===== config.mk =====
export PLATFORM = sky130hd
export DESIGN_NAME = spi_flash_id_slave
export DESIGN_NICKNAME = d
export VERILOG_FILES = /design/src/rtl/spi_flash_id_slave.sv
export SDC_FILE = /design/constraint.sdc
export NUM_CORES = 1
export LEC_CHECK = 0
export ABC_AREA = 1
export CORE_AREA = 2 2 72 74
export CTS_BUF_LIST = sky130_fd_sc_hd__clkbuf_8 sky130_fd_sc_hd__clkbuf_16
export DETAILED_ROUTE_END_ITERATION = 12
export DIE_AREA = 0 0 74 76
export MAX_ROUTING_LAYER = met4
export PLACE_DENSITY = 0.63
export SLEW_MARGIN = 30
export SYNTH_ARGS = -nofsm -noshare
export SYNTH_HDL_FRONTEND = slang
export SYNTH_SLANG_ARGS = --single-unit

===== constraint.sdc =====
create_clock -name sys_clk -period 1.7 [get_ports sys_clk]
set_input_delay 0.425 -clock sys_clk [delete_from_list [all_inputs] [get_ports sys_clk]]
set_output_delay 0.425 -clock sys_clk [all_outputs]
set_load 0.02 [all_outputs]

===== src/rtl/spi_flash_id_slave.sv =====
// rtl/spi_flash_id_slave.sv - SPI mode-0 slave answering W25Q-class 0x90/0x9F ID reads.
// All SPI pins are oversampled in sys_clk; actions land 3 sys_clk after a pin edge.
module spi_flash_id_slave #(
  parameter logic [7:0] MFR_ID   = 8'hEF,
  parameter logic [7:0] MEM_TYPE = 8'h40,
  parameter logic [7:0] CAPACITY = 8'h18,
  parameter logic [7:0] DEV_ID   = 8'h17
) (
  input  logic       sys_clk,
  input  logic       sys_rst,
  input  logic       spi_csn,
  input  logic       spi_clk,
  input  logic       spi_mosi,
  output logic       spi_miso,
  output logic       spi_miso_oe,
  output logic       cmd_valid,
  output logic [7:0] cmd_byte,
  output logic       id_read_done
);

  typedef enum logic [2:0] {S_IDLE, S_CMD, S_ADDR, S_DATA, S_IGNORE} state_t;

  state_t      state, state_nxt;
  logic        csn_s1, csn_s2, csn_d;
  logic        sck_s1, sck_s2, sck_d;
  logic        mosi_s1, mosi_s2;
  logic [1:0]  sync_vld;
  logic        armed;
  logic [2:0]  bit_cnt;
  logic [1:0]  addr_cnt;
  logic [7:0]  rx_sr, tx_sr;
  logic [1:0]  ptr, ptr_nxt;
  logic        jedec, byte_done, sent, done_pend;
  logic        cs_low, cs_fall, cs_rise, sck_rise, sck_fall;
  logic        shift_en, tx_en, cmd_done, addr_done;
  logic [7:0]  tx_byte;

  // A CS fall only counts once the synchronizer holds real samples showing CS high,
  // so a reset in the middle of a frame cannot resume that frame.
  assign cs_low      = ~csn_s2;
  assign cs_fall     = cs_low & csn_d & armed;
  assign cs_rise     = csn_s2 & ~csn_d;
  assign sck_rise    = cs_low & sck_s2 & ~sck_d;
  assign sck_fall    = cs_low & ~sck_s2 & sck_d;
  assign spi_miso_oe = cs_low;

  always_comb begin
    tx_byte = MFR_ID;
    ptr_nxt = ptr;
    if (jedec) begin
      case (ptr)
        2'd0:    tx_byte = MFR_ID;
        2'd1:    tx_byte = MEM_TYPE;
        default: tx_byte = CAPACITY;
      endcase
      ptr_nxt = (ptr == 2'd2) ? 2'd0 : ptr + 2'd1;
    end else begin
      tx_byte = ptr[0] ? DEV_ID : MFR_ID;
      ptr_nxt = {1'b0, ~ptr[0]};
    end
  end

  always_ff @(posedge sys_clk) begin
    if (sys_rst) state <= S_IDLE;
    else         state <= state_nxt;
  end

  always_comb begin
    state_nxt = state;
    case (state)
      S_IDLE: if (cs_fall) state_nxt = S_CMD;
      S_CMD: begin
        if (byte_done) begin
          case (rx_sr)
            8'h90:   state_nxt = S_ADDR;
            8'h9F:   state_nxt = S_DATA;
            default: state_nxt = S_IGNORE;
          endcase
        end
      end
      S_ADDR:  if (byte_done && addr_cnt == 2'd2) state_nxt = S_DATA;
      default: state_nxt = state;
    endcase
    if (state != S_IDLE && cs_rise) state_nxt = S_IDLE;
  end

  always_comb begin
    shift_en  = sck_rise && (state == S_CMD || state == S_ADDR || state == S_DATA);
    tx_en     = sck_fall && (state == S_DATA);
    cmd_done  = byte_done && (state == S_CMD);
    addr_done = byte_done && (state == S_ADDR) && (addr_cnt == 2'd2);
  end

  always_ff @(posedge sys_clk) begin
    if (sys_rst) begin
      csn_s1 <= 1'b1; csn_s2 <= 1'b1; csn_d <= 1'b1;
      sck_s1 <= 1'b0; sck_s2 <= 1'b0; sck_d <= 1'b0;
      mosi_s1 <= 1'b0; mosi_s2 <= 1'b0;
      sync_vld <= 2'b00;
      armed <= 1'b0;
      bit_cnt <= 3'd0; addr_cnt <= 2'd0;
      rx_sr <= 8'h00; tx_sr <= 8'h00;
      ptr <= 2'd0; jedec <= 1'b0;
      byte_done <= 1'b0; sent <= 1'b0; done_pend <= 1'b0;
      spi_miso <= 1'b0; cmd_valid <= 1'b0; cmd_byte <= 8'h00; id_read_done <= 1'b0;
    end else begin
      csn_s1 <= spi_csn;  csn_s2 <= csn_s1;  csn_d <= csn_s2;
      sck_s1 <= spi_clk;  sck_s2 <= sck_s1;  sck_d <= sck_s2;
      mosi_s1 <= spi_mosi; mosi_s2 <= mosi_s1;
      sync_vld <= {sync_vld[0], 1'b1};
      if (sync_vld[1] && csn_s2) armed <= 1'b1;

      byte_done    <= 1'b0;
      cmd_valid    <= 1'b0;
      done_pend    <= 1'b0;
      id_read_done <= done_pend;

      if (shift_en) begin
        rx_sr   <= {rx_sr[6:0], mosi_s2};
        bit_cnt <= bit_cnt + 3'd1;
        if (bit_cnt == 3'd7) begin
          byte_done <= 1'b1;
          if (state == S_DATA) sent <= 1'b1;
        end
      end

      if (cmd_done) begin
        cmd_valid <= 1'b1;
        cmd_byte  <= rx_sr;
        jedec     <= (rx_sr == 8'h9F);
        ptr       <= 2'd0;
      end
      if (byte_done && state == S_ADDR) addr_cnt <= addr_cnt + 2'd1;
      if (addr_done) ptr <= {1'b0, rx_sr[0]};

      // bit_cnt is 0 on the fall right after a byte's last rise: load the next ID byte.
      if (tx_en) begin
        if (bit_cnt == 3'd0) begin
          spi_miso <= tx_byte[7];
          tx_sr    <= {tx_byte[6:0], 1'b0};
          ptr      <= ptr_nxt;
        end else begin
          spi_miso <= tx_sr[7];
          tx_sr    <= {tx_sr[6:0], 1'b0};
        end
      end else if (state != S_DATA) begin
        spi_miso <= 1'b0;
      end

      if (cs_rise && state != S_IDLE) begin
        done_pend <= sent;
        sent      <= 1'b0;
      end
      if (cs_fall) begin
        bit_cnt  <= 3'd0;
        addr_cnt <= 2'd0;
        sent     <= 1'b0;
      end
    end
  end

endmodule


Yosys cells after proc, flatten, opt, wreduce, memory -nomap -nowiden
Index checks and enable logic that the tools add are counted.
- bits in latches: 0
- RAM bits: 0
- bits of input ports: 5
- ROM bits: 0
- word-level logic and storage cells: 99
- register bits: 52
- memories kept: 0
- output and inout bits: 12
- multiply operators: 0
- reduce and logical (&&, ||, !) cells: 23
- bitwise operators: 14
- div/mod/pow operators: 0
- mux-type cells: 21
- add/sub/neg operators: 3
- shift operators: 0
- equal/unequal tests: 13
- magnitude comparators: 0
- operators by type and width (kind ; number):
    8-bit two-way mux ; 3
    8-bit equality test, second input constant ; 2
    8-bit case mux with 2 select lines ; 1
    2-bit two-way mux ; 6
    3-bit two-way mux ; 3
    3-bit case mux with 3 select lines ; 1
    1-bit logical AND ; 8
    2-bit OR reduction ; 4
    1-bit AND ; 7
    1-bit inverter ; 7
    3-bit by 2-bit equality test with 1-bit output, second input constant ; 2
    3-bit zero test ; 2
    1-bit two-way mux ; 6
    2-bit inequality test, second input constant ; 3
    3-bit case mux with 2 select lines ; 1
    3-bit nonzero test ; 2
    2-bit by 1-bit adder with 2-bit output, second input constant ; 2
    2-bit equality test, second input constant ; 2
    4-bit AND reduction ; 1
    3-bit by 1-bit adder with 3-bit output, second input constant ; 1
    3-bit by 1-bit equality test with 1-bit output, second input constant ; 1
    3-bit equality test, second input constant ; 1
    3-bit by 2-bit inequality test with 1-bit output, second input constant ; 1
    3-bit AND reduction ; 1
    other kinds (5) ; 6

Logic depth before layout (Yosys ltp)
- depth in word-level cells: 6
- gate-level depth with buffers: 9
- mapped depth without buffers: 9

Worst setup path before layout
OpenSTA, ideal clock, no wires.
- kind: register to register
- from: register csn_s2
- to: register rx_sr[3]
- library setup time: 0.113 ns
- data required time: 1.587 ns
- arrival: 1.089 ns
- buffers on the path: 1
- stages on the path, launching flop included: 8
- path slack: 0.497 ns
- clock period less this slack: 1.203 ns
- path through: dfxtp_1 > inv_2 > nand3_1 > nor2_1 > nand2_1 > buf_4 > o21ai_1 > nor2_1
- longest elaborated chain between the ends: 4
- ends and longest elaborated chain (element ; line ; RTL):
    from (decl) ; 24 ; logic csn_s1, csn_s2, csn_d;
    from (signal assigned) ; 107 ; csn_s1 <= spi_csn; csn_s2 <= csn_s1; csn_d <= csn_s2;
    1-bit inverter ; 40 ; assign cs_low = ~csn_s2;
    named net spi_miso_oe ; 15 ; output logic spi_miso_oe,
    1-bit AND (2 in a row) ; 43 ; assign sck_rise = cs_low & sck_s2 & ~sck_d;
    1-bit logical AND ; 88 ; shift_en = sck_rise && (state == S_CMD || state == S_ADDR || state == S_DATA);
    to (signal assigned) ; 119 ; rx_sr <= {rx_sr[6:0], mosi_s2};
    to (decl) ; 31 ; logic [7:0] rx_sr, tx_sr;
The timed path passes the listed nets, and every way through them passes these cells.
A chain may end at the register's enable or synchronous reset.

Final worst setup path
- from: register cmd_byte[2]
- to: output cmd_byte[2]
- RTL lines (element ; line ; RTL):
    from (decl) ; 17 ; output logic [7:0] cmd_byte,
    from (signal assigned) ; 129 ; cmd_byte <= rx_sr;
No word-level cell between the ends.

==> metrics.csv <==
stage,metric,value,unit
synthesis,avgSynthCellArea,7.698,sq um
cts,cts_root_buffer,clkbuf_8,
final_layout,areaGrowthSynthToFinish,16.90,%
min_path,worstHoldEndpoint,sck_s2,
routing,drt_iter0_markers,74,
sta,whs,0.4053,ns
power_and_ir_drop,peakVddDrop,0.6271,mV
final_layout,n_antenna_cell,0,
cts,clk_latency,0.30,ns
critical_path,worstSetupStartpointType,flip-flop,
min_path,hp-class,flip-flop to flip-flop,
place,placed_area,2379,sq um
synthesis,netlist_instances,275,
floorplan,core-area,4912,sq um
final_layout,drive_gt1_share,13.42,%
floorplan,num_io_pins,17,
critical_path,crit_chain,clkdlybuf4s50_1,
synthesis,synth_nets,284,
sta,rsz0062_at_grt,false,
sta,setup_viol,0,
critical_path,r2r_end,tx_sr[6],
critical_path,reg2reg_depth,8,
routing,dr.pass1.iters,4,
floorplan,die-area,5624,sq um
global_route,grt_pass1_vias,1491,
critical_path,cp_max_fo,2,
sta,max_slew_margin,73.36,%
global_route,antenna_found_initial,0,
sta,tns,0,ns
flow_run,maxCapViolCount,0,
cts,cts.clk_slew.worst_paths,0.09,ns
place,routabilityCongestion,0.8870,
floorplan,start_util,43.10,%
synthesis,netlist_top_cells_count,"nand2_1, dfxtp_1, nor2_1",
routing,routed_wl,3819,microns
global_route,grtUsageTotal,15.79,%
place,io_buffers,16,
place,dp_hpwl,2750,microns
sta,finClkSkew,0.006821,ns
routing,wl_per_cell,10.38,microns
sta,fmax,601.7,MHz
routing,via_per_inst,4.614,
power_and_ir_drop,finalPower,0.002234,W
cts,tritoncts,yes,
cts,numCtsBuffers,5,
sta,worst_pin_slew,0.3983,ns
critical_path,cp_data_arrival_time,1.24,ns
critical_path,slowest_delay,0.60,ns
synthesis,synthMostInstantiatedCell,nand2_1,
sta,report.final.slew_viol_count,0,
synthesis,ys_warn_count,0,
synthesis,yosysSeqAreaShare,48.23,%
final_layout,nets,306,
synthesis,synth_top_cell_by_area,dfxtp_1,
final_layout,fin_area,2475,sq um
critical_path,r2r_slack,0.28,ns
floorplan,die_h,76,microns
power_and_ir_drop,leakagePower,1.126,nW
critical_path,cp.buffers_inverters,1,
global_route,grt_overflow,0,
routing,vias,1698,
min_path,hold_depth,2,
synthesis,syn_area,2117,sq um
synthesis,synth_edf_count,0,
synthesis,synth_top_area_share,48.23,%
synthesis,synthDistinctLibCells,30,
critical_path,path_class,flip-flop to output port,
min_path,min_from,sck_s1,
global_route,grt_max_degree,26,
cts,htree_levels,2,
synthesis,async_flop_share,0,%
critical_path,cp-end-kind,output port,
cts,clock_sinks,51,
critical_path,reg2reg_from,bit_cnt[0],
cts,cts_hold_buf,0,
sta,fin_crit,1.662,ns
cts,clock_path_buffers,2,
floorplan,row_count,26,
critical_path,critPathTopFamily,buffers and inverters,
routing,drcViolationCount,0,
synthesis,ys_seq_elements,51,
outcome,outcome,"complete, no violations",
critical_path,crit_required,1.27,ns
synthesis,ys.flop_type,dfxtp_1,
global_route,grt_pass1_wl,6651,microns
synthesis,synth_area_leaders,"dfxtp_1, nand2_1, nor2_1, inv_1, a21oi_1",
sta,min_period_over_period,97.76,%
power_and_ir_drop,p_per_area,902.7,nW/um^2
floorplan,fp.dieW,74,microns
routing,ant_nets,0,
cts,cts_setup_buffers,0,
sta,hold_viol,0,
critical_path,cp_slowest_cell,clkdlybuf4s50_1,
## timing repair
item | in CTS | in global routing
resized for setup | 3 | 6
setup endpoints to repair | 3 | 6
gates cloned | 0 | 0
## worst max path at each step
stage               slack (ns)  depth (start not counted)          end        start
finish                    0.04                          1  cmd_byte[2]  cmd_byte[2]
global route             0.004                          1  cmd_byte[2]  cmd_byte[2]
CTS                      0.006                          1  cmd_byte[7]  cmd_byte[7]
detailed placement        0.17                          5     state[0]      sys_rst
global placement          0.19                          5     state[0]      sys_rst
floorplan                 0.50                          7     rx_sr[3]       csn_s2
## through the flow
step | util (%) | setup WS, ns | std cells
after floorplan | - | 0.4974 | 275
after global placement | 48.42 | 0.1896 | 360
after detailed placement | 48.42 | 0.1707 | 360
after CTS | 50.08 | 0.006431 | 368
after global routing | 50.38 | 0.004444 | 368
final | 50.38 | 0.03808 | 368
## registers in the layout, indices dropped and copies added (netlist names), 2 cells and up
register,cells
cmd_byte,8
rx_sr,8
tx_sr,7
bit_cnt,3
state,3
addr_cnt,2
ptr,2
sync_vld,2
## per-layer routing
metal / GRT usage [%] / vias up / wire [microns] / part of all wire, %
li1: - / 920 / - / -
met1: 20.05 / 750 / 1934 / 51
met2: 23.48 / 22 / 1684 / 44
met3: 4.762 / 6 / 129 / 3.4
met4: 6.000 / 0 / 71 / 1.9
met5: - / - / 0 / 0
## report_power, final
group          switching [W]  internal (W)
Sequential         0.0000424       0.00123
Combinational       0.000191      0.000101
Clock               0.000387      0.000282
Total               0.000620       0.00161
## worst register-to-register path, delay by kind of cell, from the launching register on
kind | cells | cell delay [ns]
AOI/OAI and AO/OA | 2 | 0.21
buffers and inverters | 2 | 0.21
DFF | 1 | 0.35
and+or+nand+nor | 3 | 0.35
adders and majority gates | 1 | 0.20
## cell type report
type                       count  area, sq um
inverter                      33        126.4
multi-input combinational    184        913.4
timing repair buffer          22        241.5
clock buffer                   5        68.82
clock inverter                 3        16.27
sequential                    51         1021
fill                         506         2437
tap                           70        87.58
## cell families after synthesis
family / share of synthesized area [%]
AOI/OAI and AO/OA: 14.07
buffers and inverters: 8.629
DFF: 48.23
adders and majority gates: 2.364
and+or+nand+nor: 26.71
## cells in the final DEF, fill, tap and decap left out, types with 2 or more instances in the layout
cell             Yosys  layout
or2_2                2       2
a21oi_2              8       8
nand3_1              9       9
buf_12               1       2
dfxtp_1             51      51
inv_2                2       2
nor2_1              46      46
o21ai_0              8       8
o211ai_1             3       3
a21oi_1             19      19
dlymetal6s2s_1       0       6
buf_4                1       4
nand2_1             57      57
nor2_2               2       2
o21ai_1              9       9
inv_1               30      31
nand2_2              7       7
nor3_1               2       2
nand3_2              2       2
dlygate4sd2_1        0       3
ha_1                 4       4
clkdlybuf4s50_1      0       7
clkbuf_8             0       5
No activity file was read; power rests on OpenSTA's default activity.
